[src/rtl/spi_controller.sv]
// SPI Mode 0 bus master that writes one 16-bit frame {rw, addr, data} per request
// into the register peripheral, with a start/busy/done handshake on the system side.
module spi_controller #(
  parameter int CLK_DIV = 4
) (
  input  logic       clk,
  input  logic       rst,
  input  logic       start,
  input  logic       rw,
  input  logic [6:0] addr,
  input  logic [7:0] data,
  output logic       busy,
  output logic       done,
  output logic       sclk,
  output logic       copi,
  output logic       ncs
);

  typedef enum logic [1:0] {IDLE, SETUP, SHIFT, GAP} state_t;

  localparam logic [7:0] DIV_LAST = 8'(CLK_DIV - 1);

  state_t      state;
  logic [7:0]  div_cnt;
  logic [3:0]  bit_cnt;
  logic [15:0] shreg;
  logic        div_wrap;

  assign div_wrap = (div_cnt == DIV_LAST);

  // Every SPI pin is a flop, so start can only reach the bus through the state register.
  always_ff @(posedge clk or posedge rst) begin
    if (rst) begin
      state   <= IDLE;
      div_cnt <= 8'd0;
      bit_cnt <= 4'd0;
      shreg   <= 16'd0;
      busy    <= 1'b0;
      done    <= 1'b0;
      sclk    <= 1'b0;
      copi    <= 1'b0;
      ncs     <= 1'b1;
    end else begin
      done <= 1'b0;
      case (state)
        IDLE: begin
          if (start) begin
            shreg   <= {rw, addr, data};
            copi    <= rw;
            ncs     <= 1'b0;
            busy    <= 1'b1;
            div_cnt <= 8'd0;
            bit_cnt <= 4'd0;
            state   <= SETUP;
          end
        end

        SETUP: begin
          if (div_wrap) begin
            div_cnt <= 8'd0;
            sclk    <= 1'b1;
            state   <= SHIFT;
          end else begin
            div_cnt <= div_cnt + 8'd1;
          end
        end

        SHIFT: begin
          if (!div_wrap) begin
            div_cnt <= div_cnt + 8'd1;
          end else begin
            div_cnt <= 8'd0;
            if (sclk) begin
              // Falling edge: present the next bit so it is settled well before the next rise.
              sclk  <= 1'b0;
              shreg <= {shreg[14:0], 1'b0};
              copi  <= shreg[14];
            end else if (bit_cnt == 4'd15) begin
              ncs   <= 1'b1;
              copi  <= 1'b0;
              state <= GAP;
            end else begin
              bit_cnt <= bit_cnt + 4'd1;
              sclk    <= 1'b1;
            end
          end
        end

        GAP: begin
          if (div_wrap) begin
            div_cnt <= 8'd0;
            busy    <= 1'b0;
            done    <= 1'b1;
            state   <= IDLE;
          end else begin
            div_cnt <= div_cnt + 8'd1;
          end
        end

        default: state <= IDLE;
      endcase
    end
  end

endmodule

[config.mk]
export PLATFORM = sky130hd
export DESIGN_NAME = spi_controller
export DESIGN_NICKNAME = d
export VERILOG_FILES = /design/src/rtl/spi_controller.sv
export SDC_FILE = /design/constraint.sdc
export NUM_CORES = 1
export LEC_CHECK = 0
export BUFFER_PORTS_ARGS = -buffer_cell sky130_fd_sc_hd__buf_4
export CAP_MARGIN = 40
export CORE_ASPECT_RATIO = 1.5
export CORE_MARGIN = 2
export CORE_UTILIZATION = 44
export CTS_CLUSTER_SIZE = 10
export DETAILED_ROUTE_END_ITERATION = 8
export MAX_ROUTING_LAYER = met4
export PLACE_DENSITY = 0.62
export SLEW_MARGIN = 20
export SYNTH_ARGS = -nofsm -noshare
export SYNTH_HDL_FRONTEND = slang
export SYNTH_SLANG_ARGS = --single-unit
[constraint.sdc]
create_clock -name clk -period 3.9 [get_ports clk]
set_input_delay 0.78 -clock clk [delete_from_list [all_inputs] [get_ports clk]]
set_output_delay 0.78 -clock clk [all_outputs]
set_load 0.05 [all_outputs]
After elaboration in Yosys (flattened, before gate mapping):

Index checks and enable logic that the tools add are counted.

* flip-flop bits (word level): 34
* output and inout bits: 5
* logic and storage cells: 76

* add/sub/neg operators: 2
* eq/ne operators: 14
* muxes and demuxes: 39
* reductions and logical operators: 12

Operators with widths (count)
* 15-bit two-way mux: 3
* 15-bit one-hot mux with 2 select lines: 1
* 1-bit two-way mux: 16
* 4-bit two-way mux: 4
* 8-bit two-way mux: 2
* 2-bit != test (second input constant): 8
* 8-bit one-hot mux with 2 select lines: 1
* 2-bit two-way mux: 6
* 5-bit AND reduction: 2
* 8-bit by 1-bit adder with 8-bit output (second input constant): 1
* 8-bit by 2-bit equality test with 1-bit output (second input constant): 1
* 1-bit one-hot mux with 2 select lines: 4
* 2-bit one-hot mux with 4 select lines: 1
* 4-bit one-hot mux with 2 select lines: 1
* 4-bit AND reduction: 2
* 3-bit AND reduction: 2
* 6-bit AND reduction: 1
* 2-bit nonzero test: 3
* 4-bit by 1-bit adder with 4-bit output (second input constant): 1
* 2-bit equality test (second input constant): 2
* 4-bit equality test (second input constant): 1
* 3-bit != test (second input constant): 1
* 3-bit OR reduction: 1
* 2-bit by 1-bit equality test with 1-bit output (second input constant): 1
* 2-bit zero test: 1

Depth between registers and ports, before layout:

* word-level depth: 5
* depth in mapped cells: 7
* mapped depth without buffers: 7

Worst setup path after synthesis:

Ideal clock, no wire load.

* path kind: flip-flop to flip-flop
* from: register div_cnt[0]
* to: register state[1]
* library setup time: 0.125 ns
* arrival: 1.686 ns
* slack: 2.089 ns
* cell stages (with the launch flop): 8
* buffers on the path: 1
* period minus slack after synthesis: 1.811 ns
* cells stage by stage: dfrtp_1 ha_1 nor4b_4 and2_4 buf_4 nor2_1 nor3_2 mux2_2

* longest elaborated chain between the ends: 3
* elaborated cells between the ends (all ways): 5
* those cells by class: eq/ne (4); reduce/logical (1)

RTL lines
* from (decl): RTL line 24 `logic [7:0] div_cnt;`
* from (signal assigned): RTL line 64 `div_cnt <= div_cnt + 8'd1;`
* from (signal assigned): RTL line 70 `div_cnt <= div_cnt + 8'd1;`
* from (signal assigned): RTL line 96 `div_cnt <= div_cnt + 8'd1;`
* 8-bit by 2-bit equality test with 1-bit output *: RTL line 29 `assign div_wrap = (div_cnt == DIV_LAST);`
* 2-bit != test (no line)
* 6-bit AND reduction (no line) *
* to (signal assigned): RTL line 34 `state <= IDLE;`
* to (signal assigned): RTL line 54 `state <= SETUP;`
* to (signal assigned): RTL line 62 `state <= SHIFT;`
* to (decl): RTL line 23 `state_t state;`

Mark *: on every way between the ends. The rest lies on a longest branch, timed or not.
A chain may end at the register's enable or synchronous reset.

Worst setup path in the final report:

* from: register state[0]
* to: register shreg[9]

* longest elaborated chain between the ends: 3
* elaborated cells between the ends (all ways): 8
* those cells by class: eq/ne (4); mux (1); reduce/logical (3)

RTL lines
* 2-bit equality test or 2-bit zero test (tied branches): RTL line 45 `case (state)`
* 2-bit != test (no line) or 2-bit nonzero test (tied branches)
* 4-bit AND reduction (no line)
* to (signal assigned): RTL line 48 `shreg <= {rw, addr, data};`
* to (signal assigned): RTL line 76 `shreg <= {shreg[14:0], 1'b0};`
* to (decl): RTL line 26 `logic [15:0] shreg;`

Parallel ways exist; a longest one is shown, timed or not.

==> flow_summary.json <==
{
  "criticalPathCategory": "reg -> reg",
  "grt_setup_unrepaired": "no",
  "path_max_fanout": 29,
  "finalWorstSetupSlack_ns": 1.61,
  "synth_area_leaders": "dfrtp_1 (46%), nand3_1 (5.0%), nor2_1 (4.4%)",
  "postCtsHoldBufs": 0,
  "final_hold_viol_count": 0,
  "vias_per_cell": 5.77,
  "startpoint_type": "flop",
  "die_x_um": 56.1,
  "post_synth_xor_area_fraction": 0.00488,
  "place_hpwl_um": 2860,
  "synth_edf_count": 0,
  "synth_top_area_cell": "dfrtp_1",
  "critPathRequiredTime_ns": 4.11,
  "wl_per_cell_um": 15.2,
  "rows": 28,
  "worst-path-buf-inv": 3,
  "grt_pass1_vias": 1525,
  "period_share": 0.588,
  "synthCells": 192,
  "cts.sink_count": 34,
  "ys_top_cells_by_count": "dfrtp_1 (33), nor2_1 (21), nand3_1 (18)",
  "io_buffers": 23,
  "synthAdderAreaFrac": 0.0419,
  "period_minus_slack_ns": 2.29,
  "cp-end-kind": "flop",
  "cp_slowest_stage_delay_ns": 0.48,
  "grt_usage": 0.202,
  "nNetsFinal": 243,
  "clock_latency_ns": 0.28,
  "fillers": 374,
  "pwr_density_cell_mw_per_mm2": 816,
  "vdd_ir_drop_max_mv": 0.596,
  "hp-class": "reg -> reg",
  "critPathTopFamily": "buffers and inverters",
  "syn_area_sq_mm": 0.00179,
  "cp_cell_sequence": "inv_1 -> ha_1 -> buf_4 -> o21ai_0 -> buf_4 -> a21oi_2 -> nor2_1 -> a21oi_1",
  "setup_violations": 0,
  "ys_ff_latch": 34,
  "ys.flop_type": "dfrtp_1",
  "arrival_ns": 2.50,
  "yosysMostFrequentCell": "dfrtp_1",
  "synth_top_family_by_area": "compound AO/OA/AOI/OAI gates",
  "gr-total-overflow": 0,
  "slew_headroom": 0.622,
  "syn_area_per_cell_sq_um": 9.34,
  "synth-compound-area-share": 0.219,
  "crit_path_top_delay_cell": "ha_1",
  "postCtsSetupBuffers": 0,
  "drc": 0,
  "dpl.cell_count": 256,
  "grt_pass1_wl_um": 7100,
  "start_util": 0.457,
  "ys_seq_area_frac": 0.475,
  "cts_made_buffers": 5,
  "fp.dieH_um": 82.2,
  "max-cap-violations": 0,
  "dr.first_iter.drc_count": 55,
  "antenna_left": 0,
  "grt_max_degree": 30,
  "antenna_found_initial": 0,
  "synth_nets": 217,
  "ys_warn_count": 0,
  "pin_count": 24,
  "synth_top_area_share": 0.461,
  "tightest_slew_ns": 0.566,
  "dieArea_sq_mm": 0.00461,
  "routed_wl_um": 4000,
  "crit_top_cell": "buf_4",
  "cts.clk_slew.worst_paths_ns": 0.07,
  "root_buffer": "clkbuf_8",
  "instances_no_fill": 264,
  "htree_levels": 2,
  "max_freq_mhz": 436,
  "synth_cell_types": 39,
  "vias": 1523,
  "dr.pass1.iters": 5,
  "dpl_worst_slack_ns": 1.63,
  "cts_tree": "done",
  "core-area_sq_mm": 0.00392,
  "synth_mux_area_frac": 0.0174,
  "gp_congestion": 0.886,
  "yosys.area_share.simple": 0.208,
  "antennaDiodeCount": 0,
  "clock_skew_ns": 0.00517,
  "fin_setup_tns_ns": 0,
  "clockBufferDepth": 2,
  "maxSlewViolCount": 0,
  "leakagePower_uw": 0.000911,
  "async_flop_share": 1.00,
  "drive_above_1_share": 0.196,
  "area_delta_synth_final_pct": 18.3,
  "outcome": "completed",
  "cts.repair.resized": 0
}
-- placed cells by master (no fill, tap or decap), types with 2 or more instances in the layout --
cell | netlist | routed
a21oi_1 | 12 | 12
a22o_1 | 2 | 2
a22oi_1 | 6 | 6
a31oi_1 | 4 | 4
buf_4 | 1 | 27
clkbuf_8 | 0 | 6
dfrtp_1 | 33 | 33
ha_1 | 6 | 6
inv_1 | 6 | 6
mux2i_1 | 2 | 2
nand2_1 | 16 | 16
nand2b_1 | 2 | 2
nand3_1 | 18 | 18
nand3b_1 | 3 | 3
nor2_1 | 21 | 21
nor2b_1 | 2 | 2
o211ai_1 | 7 | 7
o21a_1 | 2 | 2
o21ai_0 | 11 | 11
o22ai_1 | 8 | 8
o31ai_1 | 4 | 4
-- metal layers --
layer | up-vias | wire length, um | GRT usage | share of wire
met5 | - | 0 | - | 0
met4 | 0 | 75 | 0.0857 | 0.019
met3 | 6 | 123 | 0.0327 | 0.031
met2 | 25 | 2110 | 0.361 | 0.53
met1 | 740 | 1700 | 0.224 | 0.42
li1 | 752 | - | - | -
-- flip-flops by register name, indices dropped and copies added (netlist names) --
name / flops
state: 2
div_cnt: 8
done: 1
sclk: 1
busy: 1
bit_cnt: 4
copi: 1
ncs: 1
shreg: 15
-- final cells by class --
type | instances | area, sq um | area share
Multi-Input combinational cell | 143 | 881 | 0.415
Sequential cell | 34 | 852 | 0.402
Timing Repair Buffer | 28 | 218 | 0.103
Clock buffer | 7 | 86.3 | 0.0407
Tap cell | 45 | 56.3 | 0.0265
Inverter | 6 | 22.5 | 0.0106
Clock inverter | 1 | 5.00 | 0.00236
-- report_power, final --
part | internal [uW] | leakage (uW) | switching, uW
logic | 332 | 0.000442 | 506
clock network | 142 | 0.0000482 | 124
registers | 501 | 0.000421 | 126
-- stage by stage --
stage | cell area, sq um | total power, uW | hold WS, ns | utilization
6_report | 2120 | 1730 | 0.479 | 0.540
5_1_grt | 2120 | 1880 | 0.516 | 0.540
4_1_cts | 2120 | 1750 | 0.476 | 0.540
3_5_place_dp | 2030 | 1470 | 0.463 | 0.517
3_3_place_gp | 2010 | 1430 | 0.473 | 0.513
2_1_floorplan | 1790 | 1250 | 0.442 | -
-- worst paths after layout --
path | slack, ns | from | cells after the start | endpoint
min in group asynchronous | 0.55 | rst | 2 | state[1]$_DFFE_PP0P_
worst max register to register | 1.61 | state[0]$_DFFE_PP0P_ | 8 | shreg[9]$_DFFE_PP0P_
worst min register to register | 0.48 | bit_cnt[3]$_DFFE_PP0P_ | 1 | bit_cnt[3]$_DFFE_PP0P_
max in group asynchronous | 2.79 | rst | 3 | div_cnt[2]$_DFFE_PP0N_
worst min-delay path | 0.48 | bit_cnt[3]$_DFFE_PP0P_ | 1 | bit_cnt[3]$_DFFE_PP0P_
worst max-delay path | 1.61 | state[0]$_DFFE_PP0P_ | 8 | shreg[9]$_DFFE_PP0P_
-- kinds of logic after synthesis --
family / count (synthesis)
and+or+nand+nor: 72
AOI/OAI and AO/OA: 61
DFF: 34
buffers and inverters: 15
adders and majority gates: 6
muxes: 3
xor gates and xnor gates: 1
Note: power is estimated with default switching activity, not from simulation.
